===== src/rtl/cpu_mul_pkg.sv =====
// Shared definitions for the multiplier result path: widths, the mul control
// bundle that rides alongside the partial products, and the 64-bit extender.
package cpu_mul_pkg;

  localparam int unsigned DATA_W   = 32;
  localparam int unsigned PP_W     = 16;
  localparam int unsigned TAG_W    = 5;
  localparam int unsigned PROD_W   = 64;
  // Low partial sum: three 32-bit terms need two carry bits.
  localparam int unsigned LO_SUM_W = DATA_W + 2;

  typedef struct packed {
    logic             hi;
    logic             src1_signed;
    logic             src2_signed;
    logic [TAG_W-1:0] tag;
    logic             valid;
  } mul_ctrl_t;

  // Extend a 32-bit partial product to 64 bits, sign or zero.
  function automatic logic [PROD_W-1:0] sext64(input logic [DATA_W-1:0] v,
                                               input logic              is_signed);
    sext64 = {{(PROD_W - DATA_W){is_signed & v[DATA_W-1]}}, v};
  endfunction

endpackage


===== src/rtl/multicore_cpu_3_cpu_mul_pp_ext.sv =====
// Combinational sign extension of the cross partial products and the A-stage sums.
//   p1..p3       : lo*lo, lo*hi2, hi1*lo partial products
//   src1/2_signed: operand signedness, aligned with p1..p3
//   lo34_c       : p1 + p2[15:0]<<16 + p3[15:0]<<16, with carries
//   mid_c        : (ext(p2)>>16) + (ext(p3)>>16), low 32 bits
// p4 needs no work here: its extension lands entirely above bit 63.
module multicore_cpu_3_cpu_mul_pp_ext
  import cpu_mul_pkg::*;
(
  input  logic [DATA_W-1:0]   p1,
  input  logic [DATA_W-1:0]   p2,
  input  logic [DATA_W-1:0]   p3,
  input  logic                src1_signed,
  input  logic                src2_signed,
  output logic [LO_SUM_W-1:0] lo34_c,
  output logic [DATA_W-1:0]   mid_c
);

  logic [PROD_W-1:0] p2x;
  logic [PROD_W-1:0] p3x;
  logic              unused_ext_top_c;

  assign p2x = sext64(p2, src2_signed);
  assign p3x = sext64(p3, src1_signed);

  assign lo34_c = LO_SUM_W'(p1)
                + LO_SUM_W'({p2[PP_W-1:0], PP_W'(0)})
                + LO_SUM_W'({p3[PP_W-1:0], PP_W'(0)});

  // Only bits [47:16] of the extended terms can reach product[63:32].
  assign mid_c = p2x[DATA_W+PP_W-1:PP_W] + p3x[DATA_W+PP_W-1:PP_W];

  assign unused_ext_top_c = ^{p2x[PROD_W-1:DATA_W+PP_W], p3x[PROD_W-1:DATA_W+PP_W]};

endmodule


===== src/rtl/multicore_cpu_3_cpu_mul_result_assembler.sv =====
// Reduces the four 16x16 partial products to a 64-bit product over two
// enabled stages (M->A, A->W) and presents the selected half at W.
//   clk, reset_n        : core clock, async active-low reset
//   M_en / A_en         : stage advance enables
//   M_*                 : mul valid, hi select, signedness, tag, p1..p4
//   A_mul_busy          : live multiply sitting in A
//   W_mul_valid/dst_tag : writeback qualifier and destination
//   W_mul_result        : selected 32-bit half; W_mul_product full product
module multicore_cpu_3_cpu_mul_result_assembler #(
  parameter int unsigned DATA_W = 32,
  parameter int unsigned TAG_W  = 5
) (
  input  logic                clk,
  input  logic                reset_n,
  input  logic                M_en,
  input  logic                A_en,
  input  logic                M_mul_valid,
  input  logic                M_ctrl_mul_hi,
  input  logic                M_ctrl_mul_src1_signed,
  input  logic                M_ctrl_mul_src2_signed,
  input  logic [TAG_W-1:0]    M_dst_tag,
  input  logic [DATA_W-1:0]   M_mul_cell_p1,
  input  logic [DATA_W-1:0]   M_mul_cell_p2,
  input  logic [DATA_W-1:0]   M_mul_cell_p3,
  input  logic [DATA_W-1:0]   M_mul_cell_p4,
  output logic                A_mul_busy,
  output logic                W_mul_valid,
  output logic [TAG_W-1:0]    W_mul_dst_tag,
  output logic [DATA_W-1:0]   W_mul_result,
  output logic [2*DATA_W-1:0] W_mul_product
);

  localparam int unsigned LO_SUM_W   = cpu_mul_pkg::LO_SUM_W;
  localparam int unsigned CTRL_TAG_W = cpu_mul_pkg::TAG_W;

  cpu_mul_pkg::mul_ctrl_t m_ctrl_c;

  logic [LO_SUM_W-1:0] lo34_c;
  logic [DATA_W-1:0]   mid_c;

  logic                a_valid_q,  a_valid_d;
  logic                a_hi_q,     a_hi_d;
  logic [TAG_W-1:0]    a_tag_q,    a_tag_d;
  logic [LO_SUM_W-1:0] a_lo34_q,   a_lo34_d;
  logic [DATA_W-1:0]   a_mid_q,    a_mid_d;
  logic [DATA_W-1:0]   a_p4_q,     a_p4_d;

  logic                w_valid_q,   w_valid_d;
  logic [TAG_W-1:0]    w_tag_q,     w_tag_d;
  logic [DATA_W-1:0]   w_result_q,  w_result_d;
  logic [2*DATA_W-1:0] w_product_q, w_product_d;

  logic [DATA_W-1:0]   w_lo_c;
  logic [DATA_W-1:0]   w_hi_c;

  // M-stage control bundle.
  always_comb begin
    m_ctrl_c             = '0;
    m_ctrl_c.hi          = M_ctrl_mul_hi;
    m_ctrl_c.src1_signed = M_ctrl_mul_src1_signed;
    m_ctrl_c.src2_signed = M_ctrl_mul_src2_signed;
    m_ctrl_c.tag         = CTRL_TAG_W'(M_dst_tag);
    m_ctrl_c.valid       = M_mul_valid;
  end

  multicore_cpu_3_cpu_mul_pp_ext u_pp_ext (
    .p1          (M_mul_cell_p1),
    .p2          (M_mul_cell_p2),
    .p3          (M_mul_cell_p3),
    .src1_signed (m_ctrl_c.src1_signed),
    .src2_signed (m_ctrl_c.src2_signed),
    .lo34_c      (lo34_c),
    .mid_c       (mid_c)
  );

  // Final carry-propagate: upper half collects p4, mid sum and low-sum carries.
  assign w_lo_c = a_lo34_q[DATA_W-1:0];
  assign w_hi_c = a_p4_q + a_mid_q + DATA_W'(a_lo34_q[LO_SUM_W-1:DATA_W]);

  // Next state for both stages; a low enable holds the stage.
  always_comb begin
    a_valid_d   = a_valid_q;
    a_hi_d      = a_hi_q;
    a_tag_d     = a_tag_q;
    a_lo34_d    = a_lo34_q;
    a_mid_d     = a_mid_q;
    a_p4_d      = a_p4_q;
    w_valid_d   = w_valid_q;
    w_tag_d     = w_tag_q;
    w_result_d  = w_result_q;
    w_product_d = w_product_q;

    if (M_en) begin
      a_valid_d = m_ctrl_c.valid;
      a_hi_d    = m_ctrl_c.hi;
      a_tag_d   = TAG_W'(m_ctrl_c.tag);
      a_lo34_d  = lo34_c;
      a_mid_d   = mid_c;
      a_p4_d    = M_mul_cell_p4;
    end

    if (A_en) begin
      w_valid_d   = a_valid_q;
      w_tag_d     = a_tag_q;
      w_result_d  = a_hi_q ? w_hi_c : w_lo_c;
      w_product_d = {w_hi_c, w_lo_c};
    end
  end

  // Pipeline registers.
  always_ff @(posedge clk or negedge reset_n) begin
    if (!reset_n) begin
      a_valid_q   <= 1'b0;
      a_hi_q      <= 1'b0;
      a_tag_q     <= '0;
      a_lo34_q    <= '0;
      a_mid_q     <= '0;
      a_p4_q      <= '0;
      w_valid_q   <= 1'b0;
      w_tag_q     <= '0;
      w_result_q  <= '0;
      w_product_q <= '0;
    end else begin
      a_valid_q   <= a_valid_d;
      a_hi_q      <= a_hi_d;
      a_tag_q     <= a_tag_d;
      a_lo34_q    <= a_lo34_d;
      a_mid_q     <= a_mid_d;
      a_p4_q      <= a_p4_d;
      w_valid_q   <= w_valid_d;
      w_tag_q     <= w_tag_d;
      w_result_q  <= w_result_d;
      w_product_q <= w_product_d;
    end
  end

  assign A_mul_busy    = a_valid_q;
  assign W_mul_valid   = w_valid_q;
  assign W_mul_dst_tag = w_tag_q;
  assign W_mul_result  = w_result_q;
  assign W_mul_product = w_product_q;

endmodule


===== config.mk =====
export PLATFORM = sky130hd
export DESIGN_NAME = multicore_cpu_3_cpu_mul_result_assembler
export DESIGN_NICKNAME = d
export VERILOG_FILES = /design/src/rtl/cpu_mul_pkg.sv /design/src/rtl/multicore_cpu_3_cpu_mul_pp_ext.sv /design/src/rtl/multicore_cpu_3_cpu_mul_result_assembler.sv
export SDC_FILE = /design/constraint.sdc
export NUM_CORES = 1
export LEC_CHECK = 0
export ABC_CLOCK_PERIOD_IN_PS = 4600
export BUFFER_PORTS_ARGS = -buffer_cell sky130_fd_sc_hd__buf_2
export CORE_UTILIZATION = 54
export CTS_CLUSTER_SIZE = 12
export DETAILED_ROUTE_END_ITERATION = 6
export GPL_TIMING_DRIVEN = 0
export PLACE_DENSITY_LB_ADDON = 0.15
export SLEW_MARGIN = 20
export SYNTH_ARGS = -nofsm -noshare
export SYNTH_HDL_FRONTEND = slang
export SYNTH_SLANG_ARGS = --single-unit

===== constraint.sdc =====
create_clock -name clk -period 4.6 [get_ports clk]
set_clock_uncertainty 0.1 [all_clocks]
set_input_delay 0.46 -clock clk [delete_from_list [all_inputs] [get_ports clk]]
set_output_delay 0.46 -clock clk [all_outputs]
set_load 0.05 [all_outputs]

==> flow_summary.toml <==
[status]
outcome = "complete, no violations"

[logic_synthesis]
yosys_warnings = 0
syn_inst = 1043
synth_top_area_cell = "dfrtp_1"
ys.flop_type = "dfrtp_1"
synthArstFlopShare = 1.00
syn_area_um2 = 11600
synth_cell_types = 69
ys_seq_area_frac = 0.415
avgSynthCellArea_um2 = 11.2
yosysMostFrequentCell = "dfrtp_1"
ys_top_cells_by_area = "dfrtp_1 42%, mux2_2 15%, ha_1 12%"
synth_common_cells = "193 x dfrtp_1, 150 x mux2_2, 109 x ha_1, 86 x a21oi_1, 77 x nor2_1"
synth-seq-cells = 193
synth_edf_count = 0
synth_fp_nets = 1299
yosys.area.top_type_share = 0.415

[floorplanning]
io_pins = 244
row_count = 53
start_util = 0.552
die_x_um = 149
core-area_um2 = 21100
die_h_um = 149
die-area_um2 = 22100

[final_layout]
syn2layout_area_growth_pct = 19.3
nFillCells = 1780
nNetsFinal = 1564
finalInstanceArea_um2 = 13900
drive_gt1_frac = 0.348

[drt]
routedWlPerCell_um = 17.2
drt_iter0_markers = 439
drc = 0
firstDrtPassIters = 4
antenna_left = 0
vias_per_cell = 5.46
drt-total-wl_um = 27500
vias = 8727

[timing]
fmax_ghz = 0.278
rsz0062_at_grt = "no"
slew_headroom = 0.433
fin_crit_ns = 3.60
final_hold_viol_count = 0
fin_crit_sh = 0.783
worst_pin_slew_ns = 0.851
setup_tns_ns = 0
slew_violations = 0
final-setup-viol-count = 0

[placed_design]
dp_hpwl_um = 22000
place_congestion = 0.883
io_buffers = 243
post_dp_cell_area_um2 = 13300

[clocking]
cts_resized = 0
holdBufCountCts = 1
clock_latency_ns = 0.44
cts_buffer_depth = 2
cts_buffers = 17
path_clk_slew_ns = 0.08
clock-root-buffer = "clkbuf_16"
htreeDepth = 4
postCtsSetupRepairBufs = 0
cts_tree = "yes"
cts_num_sinks = 193

[critical_path]
cp-start-kind = "register"
crit_type = "register to register"
critPathSlowestCell = "fa_1"
path_buf_inv = 0
cp_top_family = "adder cells"
crit_cells = 12
required_ns = 4.83
crit_path_max_fanout = 5
crit_chain = "fa_1 > ha_1 > fa_1 > a21oi_2 > o22ai_2 > or3_4 > nand3_4 > o31ai_2 > a211oi_2 > o31a_4 > xnor2_1 > mux2_2"
slowest_delay_ns = 0.50
end_kind = "register"
crit_arrival_ns = 3.83
cp_common_cell = "fa_1"
reg2regPathDepth = 12

[power_and_ir_drop]
ir_worst_vdd_mv = 0.435
power_density_nw_per_um2 = 584
p_leak_nw = 6.63

[grt]
overflow = 0
grt_first_pass_wirelength_um = 43700
grt_usage = 0.255
grt_max_degree = 87
first_global_vias = 8392
antenna_found_initial = 3

[worst_hold_path]
hp-class = "input port to register"
min_delay_path_depth = 3

[flow_run]
maxCapViolCount = 0
cell families (layout without fill, tap and decap cells):
logic type / after synthesis / in the layout / synth area share
DFF: 193 / 193 / 0.415
xor gates and xnor gates: 67 / 67 / 0.0504
AOI/OAI and AO/OA: 225 / 225 / 0.127
muxes: 177 / 177 / 0.168
other: 0 / 3 / 0
adders and majority gates: 115 / 115 / 0.128
buffers and inverters: 66 / 344 / 0.0253
and+or+nand+nor: 200 / 200 / 0.0864
layout make-up:
class	count	area, µm²	share of cell area
clock buffer	17	425	0.0306
clock inverter	15	176	0.0127
antenna	3	7.51	0.000541
buffer	36	181	0.0131
tap	275	344	0.0248
inverter	30	113	0.00811
sequential	193	4830	0.348
timing repair buffer	246	1290	0.0930
multi-input combinational	784	6510	0.469
path summary, 6_finish.rpt:
kind,slack [ns],from,endpoint
worst max register to register,1.0,a_lo34_q[33],W_mul_product[61]
worst min register to register,0.39,a_lo34_q[20],W_mul_product[20]
min in group asynchronous,0.36,reset_n,W_mul_product[58]
max in group asynchronous,3.36,reset_n,a_lo34_q[6]
worst min-delay path,0.14,M_mul_cell_p4[0],a_p4_q[0]
worst max-delay path,1.0,a_lo34_q[33],W_mul_product[61]
flip-flops by register name, summed over array words and instances, names as in the netlist:
register / cells
a_hi_q: 1
W_mul_product: 64
A_mul_busy: 1
a_p4_q: 32
W_mul_result: 32
W_mul_dst_tag: 5
a_lo34_q: 34
a_mid_q: 18
W_mul_valid: 1
a_tag_q: 5
through the flow:
stage | hold WS, ns | setup slack [ns] | utilization | total power, W | instances
2_1_floorplan | 0.0644 | 0.977 | - | 0.00555 | 1043
3_3_place_gp | 0.380 | -0.225 | 0.626 | 0.00655 | 1561
3_5_place_dp | 0.226 | 0.541 | 0.629 | 0.00664 | 1563
4_1_cts | 0.130 | 0.980 | 0.658 | 0.00815 | 1596
5_1_grt | 0.137 | 0.739 | 0.658 | 0.00856 | 1597
6_report | 0.138 | 0.998 | 0.658 | 0.00811 | 1599
placed cells by master, fill, tap and decap left out, types with 4 or more instances in the layout:
cell type / instances
a211o_1: 4
a211oi_1: 7
a21o_1: 28
a21oi_1: 86
a31oi_1: 8
and2_1: 5
and3_1: 4
buf_2: 243
clkbuf_1: 26
clkbuf_16: 17
clkinv_8: 4
dfrtp_1: 193
fa_1: 6
ha_1: 109
inv_1: 30
inv_6: 6
mux2_2: 150
mux2i_1: 27
nand2_1: 31
nand2b_1: 6
nand3_1: 15
nand3b_1: 10
nand4_1: 6
nor2_1: 77
nor2b_1: 12
nor3_1: 12
o211ai_1: 5
o21a_1: 10
o21ai_0: 29
o21ai_1: 7
o21bai_1: 9
or3_1: 7
xnor2_1: 44
xor2_1: 23
layer usage:
layer | vias to the layer above | share of wire | global-route usage
met4 | 0 | 0.013 | 0.0668
met3 | 20 | 0.045 | 0.0419
met1 | 4190 | 0.47 | 0.357
met5 | - | 0 | 0
met2 | 204 | 0.47 | 0.410
li1 | 4313 | - | -
where the power goes:
part	switching, W	internal [W]
sequential	0.000344	0.00221
clock	0.000759	0.000740
combinational	0.00270	0.00136
tightest hold or removal path, delay by kind of cell:
family | cells | cell delay, ns
AOI/OAI and AO/OA | 1 | 0.06
buffers and inverters | 1 | 0.08
and+or+nand+nor | 1 | 0.04
Note: power is estimated with default switching activity, not from simulation.
